### src/rtl/bin2bcd_seq_pkg.sv
// Shared sizing and encoding definitions for the sequential binary-to-BCD converter.
package bin2bcd_seq_pkg;

    // Converter control states.
    typedef enum logic [1:0] {
        IDLE  = 2'd0,
        SHIFT = 2'd1,
        DONE  = 2'd2
    } state_t;

    // Width of the constant used to hold 10**DECLEN for the overflow compare.
    localparam int POW_W = 128;

    // Ceiling log2, used to size the digit-count port and the bit counter.
    function automatic int clog2(input int value);
        int result;
        result = 0;
        for (int v = value - 1; v > 0; v = v >> 1) begin
            result++;
        end
        return result;
    endfunction

    // 10**n as a wide constant; the converter compares magnitudes against it.
    function automatic logic [POW_W-1:0] pow10(input int n);
        logic [POW_W-1:0] result;
        result = POW_W'(1);
        for (int i = 0; i < n; i++) begin
            result = (result << 3) + (result << 1);
        end
        return result;
    endfunction

endpackage

### src/rtl/bcd_digit_adj.sv
// One double-dabble correction cell: a BCD digit above 4 gets 3 added so the
// following left shift carries correctly into the next decade.
module bcd_digit_adj (
    input  logic [3:0] digit,
    output logic [3:0] adjusted
);

    assign adjusted = (digit > 4'd4) ? digit + 4'd3 : digit;

endmodule

### src/rtl/bin2bcd_seq.sv
// Sequential binary-to-BCD converter: one double-dabble step per clock, BINLEN
// steps per conversion, valid/ready handshakes on both sides. Results wrap
// modulo 10**DECLEN, with ovf flagging the wrap.
module bin2bcd_seq
    import bin2bcd_seq_pkg::*;
#(
    parameter int BINLEN = 30,
    parameter int DECLEN = 9,
    parameter int SIGNED = 0
) (
    input  logic                          clk,
    input  logic                          rst,
    input  logic                          in_valid,
    output logic                          in_ready,
    input  logic [BINLEN-1:0]             BIN,
    output logic                          out_valid,
    input  logic                          out_ready,
    output logic [DECLEN*4-1:0]           BCD,
    output logic                          NEG,
    output logic [clog2(DECLEN+1)-1:0]    NDIG,
    output logic                          ovf
);

    localparam int DW     = DECLEN * 4;
    localparam int NDIG_W = clog2(DECLEN + 1);
    localparam int CNT_W  = clog2(BINLEN);
    localparam logic [POW_W-1:0] OVF_BOUND = pow10(DECLEN);

    state_t              state;
    logic [BINLEN-1:0]   mag;
    logic [CNT_W-1:0]    cnt;
    logic [DW-1:0]       adjusted;
    logic [DW-1:0]       shifted;
    logic                unused_carry;
    logic [BINLEN-1:0]   mag_in;
    logic                neg_in;
    logic                ovf_in;
    logic                accept;
    logic [NDIG_W-1:0]   ndig_next;

    // A single bank of digit correctors is reused on every shift cycle.
    for (genvar i = 0; i < DECLEN; i++) begin : g_adj
        bcd_digit_adj u_adj (
            .digit    (BCD[4*i +: 4]),
            .adjusted (adjusted[4*i +: 4])
        );
    end

    // Shift the corrected digits left, pulling in the next magnitude bit; the
    // bit leaving the top digit is the 10**DECLEN carry and is dropped.
    assign {unused_carry, shifted} = {adjusted, mag[BINLEN-1]};

    assign in_ready = (state == IDLE) || ((state == DONE) && out_ready);
    assign accept   = in_valid && in_ready;

    // Sign and magnitude of the incoming value; the most negative input
    // negates to 2**(BINLEN-1), which still fits in BINLEN unsigned bits.
    assign neg_in = (SIGNED != 0) && BIN[BINLEN-1];
    assign mag_in = neg_in ? ({BINLEN{1'b0}} - BIN) : BIN;
    assign ovf_in = POW_W'(mag_in) >= OVF_BOUND;

    // Significant digit count of the value the final shift will produce.
    always_comb begin
        // NOTE: ndig_next gets a default before the loop so every path assigns it and no latch is inferred.
        ndig_next = NDIG_W'(1);
        for (int i = 1; i < DECLEN; i++) begin
            if (shifted[4*i +: 4] != 4'd0) begin
                ndig_next = NDIG_W'(i + 1);
            end
        end
    end

    // Control FSM with the shift register, counter and registered outputs.
    always_ff @(posedge clk) begin
        // NOTE: non-blocking assignments so every register here updates from pre-edge values.
        if (rst) begin
            state     <= IDLE;
            out_valid <= 1'b0;
            BCD       <= '0;
            NEG       <= 1'b0;
            NDIG      <= '0;
            ovf       <= 1'b0;
            cnt       <= '0;
            mag       <= '0;
        end else if (accept) begin
            state     <= SHIFT;
            out_valid <= 1'b0;
            BCD       <= '0;
            NEG       <= neg_in;
            NDIG      <= '0;
            ovf       <= ovf_in;
            cnt       <= '0;
            mag       <= mag_in;
        end else begin
            case (state)
                SHIFT: begin
                    BCD <= shifted;
                    mag <= {mag[BINLEN-2:0], 1'b0};
                    cnt <= cnt + CNT_W'(1);
                    if (cnt == CNT_W'(BINLEN - 1)) begin
                        state     <= DONE;
                        out_valid <= 1'b1;
                        NDIG      <= ndig_next;
                    end
                end
                DONE: begin
                    if (out_ready) begin
                        state     <= IDLE;
                        out_valid <= 1'b0;
                    end
                end
                default: begin
                end
            endcase
        end
    end

endmodule
### config.mk
export PLATFORM = sky130hd
export DESIGN_NAME = bin2bcd_seq
export DESIGN_NICKNAME = d
export VERILOG_FILES = /design/src/rtl/bin2bcd_seq_pkg.sv /design/src/rtl/bcd_digit_adj.sv /design/src/rtl/bin2bcd_seq.sv
export SDC_FILE = /design/constraint.sdc
export NUM_CORES = 1
export LEC_CHECK = 0
export ABC_AREA = 1
export CORE_MARGIN = 8
export CORE_UTILIZATION = 55
export DETAILED_ROUTE_END_ITERATION = 10
export DONT_BUFFER_PORTS = 1
export GPL_TIMING_DRIVEN = 0
export PLACE_DENSITY = 0.77
export REMOVE_ABC_BUFFERS = 1
export SYNTH_ARGS = -nofsm -noshare
export SYNTH_HDL_FRONTEND = slang
export SYNTH_SLANG_ARGS = --single-unit
### constraint.sdc
create_clock -name clk -period 3.1 [get_ports clk]
set_input_delay 0.62 -clock clk [delete_from_list [all_inputs] [get_ports clk]]
set_output_delay 0.62 -clock clk [all_outputs]
set_load 0.01 [all_outputs]
## After elaboration in Yosys (flattened, before gate mapping)

Cells that the tools add are included.
W data, S select, Z words.

- Logic and storage cells: 80
- Input port bits: 34
- Register bits after elaboration: 79

- Order comparisons: 10
- Reductions and logical operators: 19
- Equal/unequal tests: 7
- Muxes and demuxes: 26
- $add $sub $neg: 10

Operators with widths:

| kind | number |
|---|---|
| $mux W30 | 2 |
| $mux W4 | 14 |
| $gt A4 B3 Y1 const B | 9 |
| $add A4 B2 Y4 const B | 8 |
| $reduce_bool A4 Y1 | 8 |
| $ge A30 B30 Y1 const B | 1 |
| $mux W2 | 4 |
| $ne A3 B3 Y1 const B | 2 |
| $reduce_and A3 Y1 | 2 |
| $add A5 B1 Y5 const B | 1 |
| $eq A5 B5 Y1 const B | 1 |
| $ne A2 B2 Y1 const B | 2 |
| $pmux W2 S2 | 1 |
| $reduce_bool A2 Y1 | 2 |
| $add A3 B2 Y3 const B | 1 |
| $mux W1 | 3 |
| $mux W3 | 1 |
| $reduce_bool A3 Y1 | 1 |
| $eq A2 B1 Y1 const B | 1 |
| $eq A2 B2 Y1 const B | 1 |
| $logic_and A1 B1 Y1 | 2 |
| $logic_not A2 Y1 | 1 |
| $pmux W1 S2 | 1 |
| $reduce_and A2 Y1 | 1 |
| other kinds (2) | 2 |

## Longest topological paths before layout

- Depth after elaboration: 11
- Mapped depth: 16

## Cells and area by module

A second synthesis with hierarchy kept.

- Cell total of the unflattened synthesis: 707
- Area total of the unflattened synthesis: 4,469.3 µm²

By module, submodules not included:

| module | cells each | times used | seq. area each (µm²) | area an instance (µm²) |
|---|---|---|---|---|
| bin2bcd_seq | 446 | 1 | 1,561.5 | 3,264.4 |
| bcd_digit_adj | 29 | 9 | 0.0 | 133.9 |

## Least setup slack after synthesis

OpenSTA, ideal clock, no wires.

- Path kind: input-to-reg
- From: input out_ready
- To: register mag[10]
- Required time: 2.983 ns
- Arrival: 1.590 ns
- Path buffers: 2
- Cell stages on the path: 8
- Setup time: 0.117 ns
- Path slack: 1.393 ns
- Cells stage by stage: nor2_2 -> nor2_2 -> nand2_2 -> nand2_4 -> inv_2 -> buf_4 -> buf_2 -> a22o_1

- Longest elaborated chain between the ends: 4
- Elaborated cells on any way between the ends: 5
- Those cells by class: mux (1); reduce/logical (4)

Ends and longest elaborated chain:

| element | RTL line | RTL |
|---|---|---|
| from (decl) | bin2bcd_seq.sv:17 | `input logic out_ready,` |
| $logic_and A1 B1 Y1 (*) | bin2bcd_seq.sv:53 | `assign in_ready = (state == IDLE) \|\| ((state == DONE) && out_ready);` |
| $logic_or A1 B1 Y1 (*) | bin2bcd_seq.sv:53 |  |
| named net in_ready | bin2bcd_seq.sv:14 | `output logic in_ready,` |
| $logic_and A1 B1 Y1 (*) | bin2bcd_seq.sv:54 | `assign accept = in_valid && in_ready;` |
| $mux W30 or $reduce_bool A2 Y1 (tied branches) | -- |  |
| to (signal assigned) | bin2bcd_seq.sv:93 | `mag <= mag_in;` |
| to (signal assigned) | bin2bcd_seq.sv:98 | `mag <= {mag[BINLEN-2:0], 1'b0};` |
| to (decl) | bin2bcd_seq.sv:30 | `logic [BINLEN-1:0] mag;` |

The timed path passes the listed nets; every way through them passes the cells marked *.
A chain may end at the register's enable or synchronous reset.

==> run metrics <==
Hold Violations, Final 0; WL met1 4.00 mm; vias per cell 5.44; I/O Pins 78; crit-path leading delay family buffers and inverters; die height 103 µm; port buffer count 0; MaxCap Viol Count 0; r2r setup slk 0.77 ns; worst path cell trace inv_2 > nor2_2 > nor2_2 > nand2_2 > nand2_4 > inv_2 > o21ai_0 > a21oi_1; cell depth of the worst setup path 8; Power Density 566 nW/µm²; outcome finished, final reports clean; GP Congestion 0.815; CP Capture Type register; CP Launch Point out_valid$_SDFFE_PP0P_; # setup viols final 0; startpoint types register; initial antenna violation count 0; CP Data Required Time 3.37 ns; reg2reg end BCD[14]$_SDFFE_PP0P_; Congestion Overflow GR 0; largest net degree at the start of global routing 58; CP max FO 57; slowest stage delay, CP 0.73 ns; Slew headroom 27.0%; Worst VDD drop 0.270 mV; Clock Latency Late Sink 0.35 ns; hold path start rst; Vias 3,583; TritonCTS Buffers 9; WP data arrival 2.60 ns; met2 routed WL 4.53 mm; Crit Path Category register to register; cell accounting for the most synthesized area dfxtp_1; Final Hold Slack 0.325 ns; Avg Cell Area, Syn 7.36 µm²; clock skew 0.0128 ns; synthesis-to-layout area growth 7.09%; Worst-Margin Slew 1.09 ns; row cnt 31; CTS Sinks 78; Synth Flop Type dfxtp_1; router iterations before antenna repair 5; EDFF count, synth 0; placed instance area 4230 µm²; DRC 0; crit path time final 2.33 ns; asr flop ratio synth 0%; layout cell share with drive strength beyond 1 7.32%; Worst Setup EP BCD[14]$_SDFFE_PP0P_; Max Slew Vio Count 0; fin nets 609; die width 103 µm; Post-Syn Area 4170 µm²; DP Cell Count 643; Final Non-Filler Cells 659; die area 10,600 µm²; count of cell types in the netlist 41; share of the synthesized area in the top cell type 37.5%; Clock Tree Root clkbuf_8; Core ar. 7290 µm²; FF-to-FF Start out_valid$_SDFFE_PP0P_; DR top layer met4; met3 WL post-DR 629 µm; final instance area 4460 µm²; Resized cells post-CTS 0; Total Routed Length 9.35 mm; clk buf depth 2; unrepaired setup endpoints after global routing no; Cells after Synth 566; Ys Warns 0; Max Clk Rate 429 MHz; Hold-fix buffers, CTS 0; first-pass GRT wire length 15.3 mm; CP max stage cell inv_2; total negative slack 0 ns; CTS clk-pin slew, worst paths 0.09 ns; post-synthesis register bit count 78; period utilisation layout 75.1%; r2r worst-path depth 8; DR WL/cell 14.2 µm; post-CTS setup buffers 0; starting density of the core 57.1%; Detailed Route Iter0 Violations 181; H-tree levels 3; Diodes inserted 0; layout filler cell count 653; Leakage 1.95 nW; CTS tree done; CP bufs+invs 2; Hold WC Path Type input pin to register; Total Power 0.00252 W; vias in the first global route 3,385; top post-synthesis cells by area dfxtp_1 (37%), nand2_1 (10%), o21ai_0 (7.6%); GR Util All Layers 18.0%; Final HPWL DP 6.62 mm; ANT nets after route 0; sequential area share after synthesis 37.5%
[worst min-delay path by stage]
| stage | end | slack [ns] | cells after the start |
|---|---|---|---|
| 2_1_floorplan | BCD[0]$_SDFFE_PP0P_ | 0.45 | 2 |
| 3_3_place_gp | BCD[0]$_SDFFE_PP0P_ | 0.45 | 2 |
| 3_5_place_dp | BCD[0]$_SDFFE_PP0P_ | 0.47 | 2 |
| 4_1_cts | mag[1]$_SDFFE_PP0P_ | 0.30 | 1 |
| 5_1_grt | mag[1]$_SDFFE_PP0P_ | 0.30 | 1 |
| 6_report | mag[1]$_SDFFE_PP0P_ | 0.32 | 1 |
[metal layers]
layer / up-vias / global-route usage (%)
met5: - / 0
met4: 0 / 8.57
met3: 15 / 5.00
met2: 81 / 30.6
met1: 1657 / 20.3
li1: 1830 / -
[registers in the layout, indices dropped and copies added, names as in the netlist]
| signal | count |
|---|---|
| state | 1 |
| out_valid | 1 |
| cnt | 5 |
| ovf | 1 |
| BCD | 36 |
| NDIG | 4 |
| mag | 30 |
[area by class of cell]
cell class                 instances  area, µm²  area share [%]
clock buffer                      10        138            3.09
clock inverter                     6       93.8            2.10
inverter                          86        323            7.24
multi-input combinational        378       2170            48.6
sequential                        78       1560            35.0
tap                               99        124            2.78
timing repair buffer               2       55.1            1.23
[metrics by stage]
step,setup WS [ns],utilization [%]
2_1_floorplan,-0.0786,-
3_3_place_gp,-1.21,57.2
3_5_place_dp,0.720,58.0
4_1_cts,0.768,61.2
5_1_grt,0.527,61.2
6_report,0.771,61.2
[worst reg2reg max path: stages, from the launching register on]
cell and delay, ns:
dfxtp_1 0.51, inv_2 0.06, nor2_2 0.11, nor2_2 0.09, nand2_2 0.14, nand2_4 0.17
inv_2 0.73, o21ai_0 0.25, a21oi_1 0.18
[cells in the mapped netlist (2+ instances only)]
| cell type | n |
|---|---|
| a21oi_1 | 36 |
| dfxtp_1 | 78 |
| nand2_1 | 114 |
| xor2_1 | 13 |
| ha_1 | 20 |
| nor2_1 | 30 |
| o31ai_1 | 2 |
| and2_1 | 2 |
| clkbuf_1 | 10 |
| inv_1 | 79 |
| buf_2 | 9 |
| o211ai_1 | 6 |
| nand3_1 | 21 |
| xnor2_1 | 4 |
| buf_4 | 5 |
| o21ai_1 | 7 |
| nor2_2 | 6 |
| o21ai_0 | 63 |
| o21ai_4 | 2 |
| nand4_1 | 4 |
| inv_2 | 6 |
| a31oi_1 | 2 |
| a211oi_1 | 5 |
| a22o_1 | 25 |
[power by group]
group | internal [W] | switching [W] | total [W]
combinational | 0.000181 | 0.000316 | 0.000497
clock | 0.000481 | 0.000395 | 0.000877
sequential | 0.00107 | 0.0000784 | 0.00115
total | 0.00173 | 0.000790 | 0.00252
[kinds of logic (layout without fill, tap and decap cells)]
| group | count (synthesis) | count (layout) | synth area share (%) |
|---|---|---|---|
| compound gates | 156 | 156 | 23.2 |
| fa+ha+maj | 20 | 20 | 6.01 |
| simple gates | 184 | 184 | 19.0 |
| flops | 78 | 78 | 37.5 |
| other cells | 1 | 1 | 0.0900 |
| xor+xnor | 17 | 17 | 3.57 |
| buf+inv | 110 | 104 | 10.6 |
[placed cells by master, fill, tap and decap left out, types with 7 or more instances in the layout]
cell	count
a21oi_1	36
a22o_1	25
clkbuf_8	10
dfxtp_1	78
ha_1	20
inv_1	79
nand2_1	114
nand3_1	21
nor2_1	30
o21ai_0	63
o21ai_1	7
xor2_1	13
No activity file was read; power rests on OpenSTA's default activity.
